### config.mk
export PLATFORM = sky130hd
export DESIGN_NAME = argmax_classifier
export DESIGN_NICKNAME = d
export VERILOG_FILES = /design/src/rtl/ann_pkg.sv /design/src/rtl/argmax_classifier.sv
export SDC_FILE = /design/constraint.sdc
export NUM_CORES = 1
export LEC_CHECK = 0
export CORE_UTILIZATION = 40
export CTS_BUF_LIST = sky130_fd_sc_hd__clkbuf_16
export CTS_CLUSTER_SIZE = 30
export DETAILED_ROUTE_END_ITERATION = 12
export GPL_TIMING_DRIVEN = 0
export PLACE_DENSITY = 0.67
export SLEW_MARGIN = 5
export SYNTH_ARGS = -nofsm -noshare
export SYNTH_HDL_FRONTEND = slang
export SYNTH_SLANG_ARGS = --single-unit
### constraint.sdc
create_clock -name clk -period 33.8 [get_ports clk]
set_input_delay 6.76 -clock clk [delete_from_list [all_inputs] [get_ports clk]]
set_output_delay 6.76 -clock clk [all_outputs]
set_load 0.1 [all_outputs]
### src/rtl/ann_pkg.sv
// Shared definitions for the digit network output stages: layer-size defaults and the
// classifier state encoding.
package ann_pkg;

   localparam int unsigned ANN_CLASS_COUNT = 10;
   localparam int unsigned ANN_DATA_W      = 32;

   typedef enum logic [1:0] {
      IDLE = 2'd0,
      SCAN = 2'd1,
      DONE = 2'd2
   } ann_state_t;

endpackage

### src/rtl/argmax_classifier.sv
// Sequential argmax over the final-layer scores: one score per clock, result after CLASS_COUNT
// cycles; in_ready is low until the result is taken, and the result holds while out_ready is low.
module argmax_classifier
   import ann_pkg::*;
#(
   parameter int unsigned CLASS_COUNT = ANN_CLASS_COUNT,
   parameter int unsigned DATA_W      = ANN_DATA_W,
   localparam int unsigned IDX_W      = $clog2(CLASS_COUNT)
) (
   input  logic                                 clk,
   input  logic                                 rst,
   input  logic [CLASS_COUNT-1:0][DATA_W-1:0]   scores,
   input  logic                                 in_valid,
   output logic                                 in_ready,
   output logic [IDX_W-1:0]                     class_idx,
   output logic [DATA_W-1:0]                    class_score,
   output logic                                 no_detect,
   output logic                                 out_valid,
   input  logic                                 out_ready
);

   localparam logic [IDX_W-1:0] LAST_IDX = IDX_W'(CLASS_COUNT - 1);

   ann_state_t          state_q, state_d;
   logic [IDX_W-1:0]    cnt_q, cnt_d;
   logic [IDX_W-1:0]    best_idx_q, best_idx_d;
   logic [DATA_W-1:0]   best_score_q, best_score_d;
   logic                in_ready_q, in_ready_d;
   logic                out_valid_q, out_valid_d;
   logic [IDX_W-1:0]    class_idx_q, class_idx_d;
   logic [DATA_W-1:0]   class_score_q, class_score_d;
   logic                no_detect_q, no_detect_d;
   logic [DATA_W-1:0]   cap_q [CLASS_COUNT];
   logic [DATA_W-1:0]   cap_d [CLASS_COUNT];

   logic                capture;
   logic [DATA_W-1:0]   cur_score;
   logic                cur_wins;
   logic                last_cnt;
   logic [IDX_W-1:0]    win_idx;
   logic [DATA_W-1:0]   win_score;

   assign capture   = (state_q == IDLE) && in_valid && in_ready_q && !rst;
   assign cur_score = cap_q[cnt_q];
   // Strict compare keeps the earliest index on ties.
   assign cur_wins  = cur_score > best_score_q;
   assign last_cnt  = (cnt_q == LAST_IDX);
   assign win_idx   = cur_wins ? cnt_q : best_idx_q;
   assign win_score = cur_wins ? cur_score : best_score_q;

   always_comb begin
      cap_d = cap_q;
      if (capture) begin
         for (int i = 0; i < int'(CLASS_COUNT); i++) begin
            cap_d[i] = scores[i];
         end
      end
   end

   always_comb begin
      state_d       = state_q;
      cnt_d         = cnt_q;
      best_idx_d    = best_idx_q;
      best_score_d  = best_score_q;
      in_ready_d    = in_ready_q;
      out_valid_d   = out_valid_q;
      class_idx_d   = class_idx_q;
      class_score_d = class_score_q;
      no_detect_d   = no_detect_q;

      case (state_q)
         IDLE: begin
            in_ready_d = 1'b1;
            if (capture) begin
               state_d      = SCAN;
               cnt_d        = '0;
               best_idx_d   = '0;
               best_score_d = '0;
               in_ready_d   = 1'b0;
            end
         end
         SCAN: begin
            best_idx_d   = win_idx;
            best_score_d = win_score;
            if (last_cnt) begin
               state_d       = DONE;
               out_valid_d   = 1'b1;
               class_idx_d   = win_idx;
               class_score_d = win_score;
               no_detect_d   = (win_score == '0);
            end else begin
               cnt_d = cnt_q + IDX_W'(1);
            end
         end
         DONE: begin
            if (out_ready) begin
               state_d     = IDLE;
               out_valid_d = 1'b0;
               in_ready_d  = 1'b1;
            end
         end
         default: begin
            state_d     = IDLE;
            in_ready_d  = 1'b0;
            out_valid_d = 1'b0;
         end
      endcase
   end

   // Score array carries no reset: it is always rewritten before being scanned.
   always_ff @(posedge clk) begin
      cap_q <= cap_d;
   end

   always_ff @(posedge clk) begin
      if (rst) begin
         state_q       <= IDLE;
         cnt_q         <= '0;
         best_idx_q    <= '0;
         best_score_q  <= '0;
         in_ready_q    <= 1'b0;
         out_valid_q   <= 1'b0;
         class_idx_q   <= '0;
         class_score_q <= '0;
         no_detect_q   <= 1'b0;
      end else begin
         state_q       <= state_d;
         cnt_q         <= cnt_d;
         best_idx_q    <= best_idx_d;
         best_score_q  <= best_score_d;
         in_ready_q    <= in_ready_d;
         out_valid_q   <= out_valid_d;
         class_idx_q   <= class_idx_d;
         class_score_q <= class_score_d;
         no_detect_q   <= no_detect_d;
      end
   end

   assign in_ready    = in_ready_q;
   assign out_valid   = out_valid_q;
   assign class_idx   = class_idx_q;
   assign class_score = class_score_q;
   assign no_detect   = no_detect_q;

endmodule

==> impl_metrics.tcl, run 1 <==
set metrics [dict create \
    p_per_area_nw_per_um2 49.2 \
    startpoint_type "input pin" \
    async_reset_ff_share_pct 0 \
    track_usage_pct 22.3 \
    skew_ns 0.0174 \
    fin_setup_tns_ns 0 \
    synth_nets 1422 \
    synth_cell_types 43 \
    power.switching_mw 0.229 \
    rsz0062_at_grt "false" \
    synth_top_area_cell "edfxtp_1" \
    portBuffers 361 \
    period_share_pct 28.3 \
    crit_slowest_cell "nor4bb_1" \
    antenna_left 0 \
    yosysSeqAreaShare_pct 69.1 \
    dp_hpwl_mm 34.5 \
    setup_viol 0 \
    avgSynthCellArea_um2 15.3 \
    clk_pin_slew_worst_paths_ns 0.06 \
    wl_mm 46.2 \
    worst_ep_arrival_time_ns 9.80 \
    grt_max_degree 109 \
    postSynthCellCount 1064 \
    power_frac_seq_pct 50.9 \
    via_count 10800 \
    synth_flop_cell "edfxtp_1" \
    start_util_pct 40.7 \
    row_count 73 \
    numCtsBuffers 43 \
    crit_type "in2reg" \
    drc 0 \
    io_pins 363 \
    whs_ns 0.453 \
    endpoint_kind "register" \
    dr.first_iter.drc_count 903 \
    cts_setup_buffers 0 \
    syn_area_um2 16200 \
    holdBufCountCts 0 \
    cts_tree "built" \
    wl_per_cell_um 22.6 \
    fin_nets 1831 \
    grt_pass1_vias 11100 \
    path_common_cell "buf_16" \
    comb_power_share_pct 7.2 \
    yosysTopAreaCellShare_pct 59.2 \
    yosysWarningCount 0 \
    drt_first_pass_iters 5 \
    ir_drop_mv 0.0336 \
    final_core_util_pct 55.1 \
    power_mw 1.08 \
    cp_slowest_stage_delay_ns 0.64 \
    hold_path_class "reg2reg" \
    area_growth_pct 35.4 \
    worstPathMaxFanout 89 \
    hold_viol_final 0 \
    overflow 0 \
    die-area_um2 41400 \
    clock_latency_ns 0.57 \
    worstMarginPinSlew_ns 1.19 \
    cts.sinks 401 \
    relSlewSlack_pct 20.0 \
    cp.required_ns 34.02 \
    timing.max_cap.violations 0 \
    synth.area.top_cells "edfxtp_1 59%, dfxtp_1 10%, mux4_2 8.9%" \
    htreeDepth 2 \
    slew_viol_final 0 \
    cts_resized 0 \
    clockBufferDepth 3 \
    path_buf_inv 4 \
    antenna_found_initial 11 \
    fin_crit_ns 9.58 \
    crit_chain "clkdlybuf4s50_1, nor4bb_1, nand2_1, clkinv_4, buf_16, buf_16" \
    timing.fmax_mhz 104 \
    intPower_mw 0.853 \
    p_leak_nw 7.23 \
    cts_root_buf "clkbuf_16" \
    status "completed" \
    synth_edf_count 320 \
    p_clk_share_pct 41.9 \
    via_per_inst 5.30 \
    ys_ff_latch 401 \
    die_width_um 204 \
    switching_share_pct 21.2 \
    drive_above_1_share_pct 9.36 \
    die_h_um 204 \
    core_um2 39900 \
    cp_top_family "buffers and inverters" \
    grt_pass1_wl_mm 67.3 \
    gp_congestion 0.916 \
]
[path summary, 6_finish.rpt]
kind	start	endpoint	slack, ns	cells after the start
max	in_valid	cap_q[133]	24.22	6
min	class_score[21]	class_score[21]	0.45	2
max reg2reg	cnt_q[1]	best_idx_q[0]	27.46	15
min reg2reg	class_score[21]	class_score[21]	0.45	2
[final cells by class]
type | count | area [µm²]
tap | 525 | 657
antenna | 9 | 22.5
inverter | 39 | 151
clock inverter | 33 | 211
fill | 3261 | 17900
clock buffer | 46 | 1150
timing repair buffer | 364 | 3700
buffer | 65 | 272
sequential | 401 | 11200
multi-input combinational | 559 | 4590
[registers in the layout, summed over array words and instances (netlist names)]
signal        flops
cap_q           320
best_score_q     32
class_score      32
best_idx_q        4
class_idx         4
cnt_q             4
state_q           2
in_ready          1
no_detect         1
out_valid         1
[placed cells by master, fill, tap and decap left out, types with 3 or more instances in the layout]
cell type,n
diode_2,9
or4_1,4
mux2i_1,47
nor4_1,15
clkdlybuf4s50_1,361
inv_1,53
clkinv_1,6
ha_1,34
buf_16,3
clkinv_2,4
a221oi_1,3
a31oi_1,4
clkbuf_1,49
o21ai_0,47
and2_1,5
nand3_1,74
clkbuf_16,46
mux4_2,64
nor3_1,5
nand2b_1,4
nand2_1,65
dfxtp_1,81
nor2b_1,3
o211ai_1,34
o22ai_1,6
nor2_1,26
a21oi_1,60
buf_2,13
edfxtp_1,320
nand4_1,13
o21a_1,3
a22oi_1,27
[power groups by stage]
stage	Sequential (mW)	Combinational [mW]	Clock (mW)
2_1_floorplan	0.566	0.0266	0
3_3_place_gp	0.568	0.0756	0
3_5_place_dp	0.562	0.0778	0
4_1_cts	0.551	0.0781	0.463
5_1_grt	0.552	0.0833	0.480
6_report	0.551	0.0779	0.453
[metal layers]
layer	vias to the layer above	track usage (%)	wire length, µm
met5	-	0	27
met3	92	4.97	3050
met4	4	9.80	1580
met2	417	37.8	23100
li1	4998	-	-
met1	5310	27.4	18500
[logic make-up after synthesis]
group	share of synthesized area, %
buffers and inverters	2.57
AND/OR/NAND/NOR	6.42
adder cells (fa/ha/maj)	2.62
multiplexers	11.8
flip-flops	69.1
AO/OA/AOI/OAI	7.36
XOR/XNOR	0.108
[synth_stat cells, types with 2 or more instances]
| cell | instances |
|---|---|
| a221oi_1 | 3 |
| nor4_1 | 15 |
| or4_1 | 4 |
| nand2b_1 | 4 |
| o21ai_1 | 2 |
| edfxtp_1 | 320 |
| a22oi_1 | 27 |
| o21a_1 | 3 |
| clkbuf_1 | 49 |
| o211ai_1 | 34 |
| ha_1 | 34 |
| nand2_1 | 65 |
| o22ai_1 | 6 |
| xor2_1 | 2 |
| inv_1 | 38 |
| mux2i_1 | 47 |
| and2_1 | 5 |
| nor3_1 | 5 |
| nand4_1 | 13 |
| dfxtp_1 | 81 |
| nand3_1 | 74 |
| mux4_2 | 64 |
| nor2b_1 | 3 |
| buf_2 | 13 |
| nor2_1 | 26 |
| o21ai_0 | 47 |
| a21oi_1 | 60 |
| o31ai_1 | 2 |
| a31oi_1 | 4 |
[stage by stage]
stage               instances  area [µm²]  setup WS [ns]
finish                   2041       22000          24.22
floorplan                1064       16200          18.00
CTS                      2032       22000          24.22
global placement         1950       20500          14.14
detailed placement       1953       20600          23.62
global route             2041       22000          24.14
[worst register-to-register path: cells and delay by family, from the launching register on]
kind	cells	cell delay, ns
AOI/OAI and AO/OA	5	1.91
adders and majority gates	1	0.49
buffers and inverters	4	2.27
DFF	1	0.53
muxes	2	0.69
and+or+nand+nor	3	0.32
(Power assumes the default switching activity.)
==> run 2, diff against run 1 <==
--- a/config.mk
+++ b/config.mk
@@ -10,7 +10,7 @@
 export CTS_CLUSTER_SIZE = 30
 export DETAILED_ROUTE_END_ITERATION = 12
 export GPL_TIMING_DRIVEN = 0
-export PLACE_DENSITY = 0.67
+export PLACE_DENSITY = 0.69
 export SLEW_MARGIN = 5
 export SYNTH_ARGS = -nofsm -noshare
 export SYNTH_HDL_FRONTEND = slang
==> constraint.sdc (replaced) <==
create_clock -name clk -period 8.7 [get_ports clk]
set_input_delay 1.74 -clock clk [delete_from_list [all_inputs] [get_ports clk]]
set_output_delay 1.74 -clock clk [all_outputs]
set_load 0.1 [all_outputs]
==> impl_metrics.tcl, run 2 (same netlist as run 1, synthesis figures left out) <==
set metrics [dict create \
    p_per_area_nw_per_um2 191 \
    p_leak_nw 7.21 \
    r2r_slack_ns 2.37 \
    top_register "cap_q" \
    clock_latency_ns 0.58 \
    slew_viol_final 0 \
    timing.fmax_mhz 158 \
    endpoint_kind "register" \
    wl_per_cell_um 22.8 \
    whs_ns 0.453 \
    grt_pass1_vias 10900 \
    ir_drop_mv 0.156 \
    fin_crit_ns 6.33 \
    core_um2 39900 \
    skew_ns 0.0286 \
    r2r_end "best_idx_q[2]" \
    cts_setup_buffers 0 \
    relSlewSlack_pct 24.6 \
    row_count 73 \
    hold_depth 2 \
    wl_mm 46.3 \
    layout_common_cells "361 x clkdlybuf4s50_1, 320 x edfxtp_1, 81 x dfxtp_1, 74 x nand3_1, 65 x nand2_1" \
    timing.max_cap.violations 0 \
    cts_tree "built" \
    antenna_left 0 \
    track_usage_pct 22.4 \
    setup_viol 0 \
    worstPathMaxFanout 10 \
    worstMarginPinSlew_ns 1.12 \
    io_pins 363 \
    overflow 0 \
    numCtsBuffers 44 \
    r2r-start "cnt_q[1]" \
    grt_max_degree 125 \
    crit_type "reg2reg" \
    stdcell_count 2033 \
    dr.first_iter.drc_count 829 \
    dp_hpwl_mm 34.4 \
    cts_resized 0 \
    min_from "class_score[28]" \
    post-place-cells 1952 \
    hold_path_class "reg2reg" \
    largest_register_ffs 320 \
    start_util_pct 40.7 \
    gp_congestion 0.900 \
    clockBufferDepth 3 \
    antenna_found_initial 3 \
    via_count 10800 \
    via_per_inst 5.31 \
    holdBufCountCts 0 \
    rsz0062_at_grt "false" \
    die-area_um2 41400 \
    cts.sinks 401 \
    reg2reg_depth 15 \
    drt_first_pass_iters 5 \
    fin_nets 1831 \
    die_width_um 204 \
    grt_pass1_wl_mm 67.4 \
    status "completed" \
    period_share_pct 72.8 \
    clk_pin_slew_worst_paths_ns 0.06 \
    final_common_cell "clkdlybuf4s50_1" \
    hold_viol_final 0 \
    portBuffers 361 \
    drc 0 \
    worst_ep_arrival_time_ns 6.76 \
    cp.required_ns 9.13 \
    area_growth_pct 35.0 \
    cts_root_buf "clkbuf_16" \
    drive_above_1_share_pct 9.30 \
    startpoint_type "register" \
    min_to "class_score[28]" \
    htreeDepth 2 \
    die_h_um 204 \
]
==> run 2: cell count changes in the layout (fill, tap and decap cells not counted), sizes merged <==
cell    before  now
diode        9    3
inv         56   54
buf         19   18
clkinv      12   13
==> run 2: critical path: stages (launching register included) <==
cell      delay (ns)
dfxtp_1         0.52
clkbuf_1        0.51
buf_2           0.44
clkbuf_1        0.66
mux4_2          0.44
a22oi_1         0.29
o21ai_0         0.42
ha_1            0.47
nand4_1         0.22
nor2_1          0.09
a221oi_1        0.39
a31oi_1         0.17
o211ai_1        0.63
clkbuf_1        0.61
mux2i_1         0.26
nor2_1          0.06
==> run 2: power breakdown <==
| part | switching, mW | total [mW] | internal [mW] | leakage (nW) |
|---|---|---|---|---|
| registers | 0.0146 | 2.14 | 2.13 | 3.57 |
| logic | 0.128 | 0.301 | 0.174 | 2.93 |
| clock network | 0.740 | 1.75 | 1.01 | 0.708 |
==> run 2: metal layers <==
metal  share of wire (%)  vias up  wire length [µm]  GRT usage, %
li1                    -     4999                 -             -
met1                  39     5280             17900          27.3
met2                  50      438             23300          37.9
met3                 8.1       83              3740          6.54
met4                 3.0        0              1370          8.03
met5                   0        -                 0             0
==> run 2: worst max path at each step <==
stage / start / to / cells after the start
after floorplan: rst / cap_q[0] / 4
after global placement: rst / cap_q[264] / 4
after detailed placement: cnt_q[1] / best_idx_q[2] / 15
after CTS: cnt_q[1] / best_idx_q[2] / 15
after global routing: cnt_q[1] / class_score[21] / 15
final: cnt_q[1] / best_idx_q[2] / 15
==> run 2: layout make-up <==
type                       count  area, µm²
clock inverter                32        190
fill                        3228      18000
clock buffer                  46       1150
antenna                        3       7.51
buffer                        65        272
inverter                      39        159
tap                          525        657
timing repair buffer         363       3670
sequential                   401      11200
multi-input combinational    559       4590
==> run 2: through the flow <==
step / util (%) / power [mW] / setup WS, ns / setup TNS (ns) / instance area [µm²]
CTS: 54.9 / 4.23 / 2.45 / 0 / 21900
global placement: 51.4 / 2.49 / -0.131 / -35.11 / 20500
finish: 54.9 / 4.19 / 2.37 / 0 / 21900
detailed placement: 51.6 / 2.48 / 2.46 / 0 / 20600
global route: 54.9 / 4.33 / 2.02 / 0 / 21900
floorplan: - / 2.29 / 2.13 / 0 / 16200
==> run 3, diff against run 2 <==
--- a/config.mk
+++ b/config.mk
@@ -10,7 +10,7 @@
 export CTS_CLUSTER_SIZE = 30
 export DETAILED_ROUTE_END_ITERATION = 12
 export GPL_TIMING_DRIVEN = 0
-export PLACE_DENSITY = 0.69
+export PLACE_DENSITY = 0.67
 export SLEW_MARGIN = 5
 export SYNTH_ARGS = -nofsm -noshare
 export SYNTH_HDL_FRONTEND = slang
==> constraint.sdc (replaced) <==
create_clock -name clk -period 6.37 [get_ports clk]
set_input_delay 1.274 -clock clk [delete_from_list [all_inputs] [get_ports clk]]
set_output_delay 1.274 -clock clk [all_outputs]
set_load 0.1 [all_outputs]
==> impl_metrics.tcl, run 3 (same netlist as run 1, synthesis figures left out) <==
set metrics [dict create \
    status "completed" \
    io_pins 363 \
    period_share_pct 94.5 \
    p_per_area_nw_per_um2 258 \
    cts_tree "built" \
    power.switching_mw 1.20 \
    power_mw 5.63 \
    drive_above_1_share_pct 9.32 \
    clock_latency_ns 0.57 \
    setup_viol 0 \
    dp_hpwl_mm 34.1 \
    drt_first_pass_iters 5 \
    final_area_um2 21900 \
    grt_pass1_wl_mm 67.3 \
    clk_pin_slew_worst_paths_ns 0.06 \
    placed_area_um2 20600 \
    antenna_left 0 \
    core_um2 39900 \
    worst_ep_arrival_time_ns 6.51 \
    hold_depth 2 \
    die-area_um2 41400 \
    wl_mm 45.4 \
    via_per_inst 5.30 \
    holdBufCountCts 0 \
    cts_root_buf "clkbuf_16" \
    htreeDepth 2 \
    top_register "cap_q" \
    comb_power_share_pct 7.2 \
    power_frac_seq_pct 52.0 \
    startpoint_type "register" \
    numCtsBuffers 43 \
    track_usage_pct 22.3 \
    worstPathMaxFanout 10 \
    regArea_um2 11200 \
    grt_max_degree 175 \
    r2r_slack_ns 0.35 \
    die_h_um 204 \
    die_width_um 204 \
    slew_viol_final 0 \
    p_leak_nw 7.19 \
    multi_input_area_um2 4600 \
    row_count 73 \
    intPower_mw 4.43 \
    crit_path_start "cnt_q[1]" \
    portBuffers 361 \
    largest_register_ffs 320 \
    endpoint_kind "register" \
    worstMarginPinSlew_ns 1.13 \
    drc 0 \
    timing.fmax_mhz 166 \
    min_to "class_score[22]" \
    cp_slowest_stage_delay_ns 0.65 \
    via_count 10800 \
    wl_per_cell_um 22.4 \
    layout_common_cells "361 x clkdlybuf4s50_1, 320 x edfxtp_1, 81 x dfxtp_1, 74 x nand3_1, 65 x nand2_1" \
    cp_top_family "compound AO/OA/AOI/OAI gates" \
    dr.first_iter.drc_count 767 \
    crit_type "reg2reg" \
    nFillCells 3248 \
    ir_drop_mv 0.230 \
    switching_share_pct 21.2 \
    start_util_pct 40.7 \
    clockBufferDepth 3 \
    reg2reg_depth 15 \
    cp.required_ns 6.86 \
    antenna_found_initial 7 \
    crit_slowest_cell "o211ai_1" \
    fin_crit_ns 6.02 \
    relSlewSlack_pct 24.1 \
    r2r-start "cnt_q[1]" \
    hold_viol_final 0 \
    area_growth_pct 34.6 \
    p_clk_share_pct 40.7 \
    rsz0062_at_grt "false" \
    cts.sinks 401 \
    r2r_end "best_score_q[29]" \
    hold_path_class "reg2reg" \
    min_from "class_score[22]" \
    overflow 0 \
    crit_chain "clkbuf_1, buf_2, clkbuf_2, mux4_2, a22oi_1, o21ai_0, ha_1, nand4_1, nor2_1, a221oi_1, a31oi_1, o211ai_1, clkbuf_1, nand3_1, a21oi_1" \
    path_common_cell "clkbuf_1" \
    final_common_cell "clkdlybuf4s50_1" \
    grt_pass1_vias 11100 \
    timing.max_cap.violations 0 \
    path_buf_inv 4 \
    gp_congestion 0.946 \
    whs_ns 0.452 \
    skew_ns 0.0164 \
    fin_nets 1829 \
]
run 3: cell count changes in the layout (fill, tap and decap cells not counted), moves of 2 or more:
| cell | previous run | this run |
|---|---|---|
| clkinv_1 | 7 | 3 |
| clkbuf_1 | 49 | 47 |
| diode_2 | 3 | 5 |
| clkbuf_16 | 46 | 44 |
| clkbuf_2 | 0 | 3 |
| inv_6 | 0 | 2 |
| inv_1 | 51 | 56 |
| inv_2 | 3 | 1 |
run 3: how the worst max path moves through the flow:
stage | end | slack [ns] | depth (start not counted)
4_1_cts | class_score[21] | 0.04 | 15
5_1_grt | best_score_q[29] | 0.09 | 15
3_5_place_dp | best_score_q[21] | 0.06 | 15
2_1_floorplan | cap_q[0] | 0.27 | 4
3_3_place_gp | cap_q[196] | -1.90 | 4
6_report | best_score_q[29] | 0.35 | 15
run 3: power by group through the flow:
stage,clock [mW],sequential (mW),combinational [mW]
after detailed placement,0,2.98,0.408
after global routing,2.44,2.93,0.439
after CTS,2.34,2.93,0.409
after floorplan,0,2.99,0.141
after global placement,0,3.00,0.399
final,2.29,2.93,0.408
run 3: stage by stage:
step / setup slack [ns] / utilization (%) / cells / setup TNS (ns)
after floorplan: 0.270 / - / 1064 / 0
after global placement: -1.90 / 51.4 / 1950 / -608.65
after detailed placement: 0.0579 / 51.5 / 1951 / 0
after CTS: 0.0360 / 54.7 / 2027 / 0
after global routing: 0.0872 / 54.8 / 2032 / 0
final: 0.350 / 54.8 / 2032 / 0
run 3: area by class of cell:
type,instances,share of cell area [%]
plain buffers,65,1.26
repair buffers,362,16.7
clock inverters,32,0.841
clock buffers,44,5.04
diodes,5,0.0572
well taps,525,3.01
flip-flops and latches,401,51.4
multi-input cells,559,21.0
inverters,39,0.727
run 3: what timing repair did:
item / in CTS / in global routing
setup endpoints to repair: 0 / 70
hold endpoints to repair: 0 / 0
buffers inserted: 0 / 0
gates resized for setup: 0 / 9
run 3: worst register-to-register path: stages (launching register included):
cell and delay [ns]:
dfxtp_1 0.51, clkbuf_1 0.56, buf_2 0.44, clkbuf_2 0.41, mux4_2 0.38, a22oi_1 0.24, o21ai_0 0.46, ha_1 0.48
nand4_1 0.23, nor2_1 0.07, a221oi_1 0.51, a31oi_1 0.22, o211ai_1 0.65, clkbuf_1 0.47, nand3_1 0.13, a21oi_1 0.19
run 3: per-layer routing:
layer	part of all wire (%)	vias up	global-route usage [%]
met5	0	-	0
met4	2.5	0	7.20
met3	7.3	70	5.80
met2	51	387	38.8
met1	39	5312	26.8
li1	-	5000	-
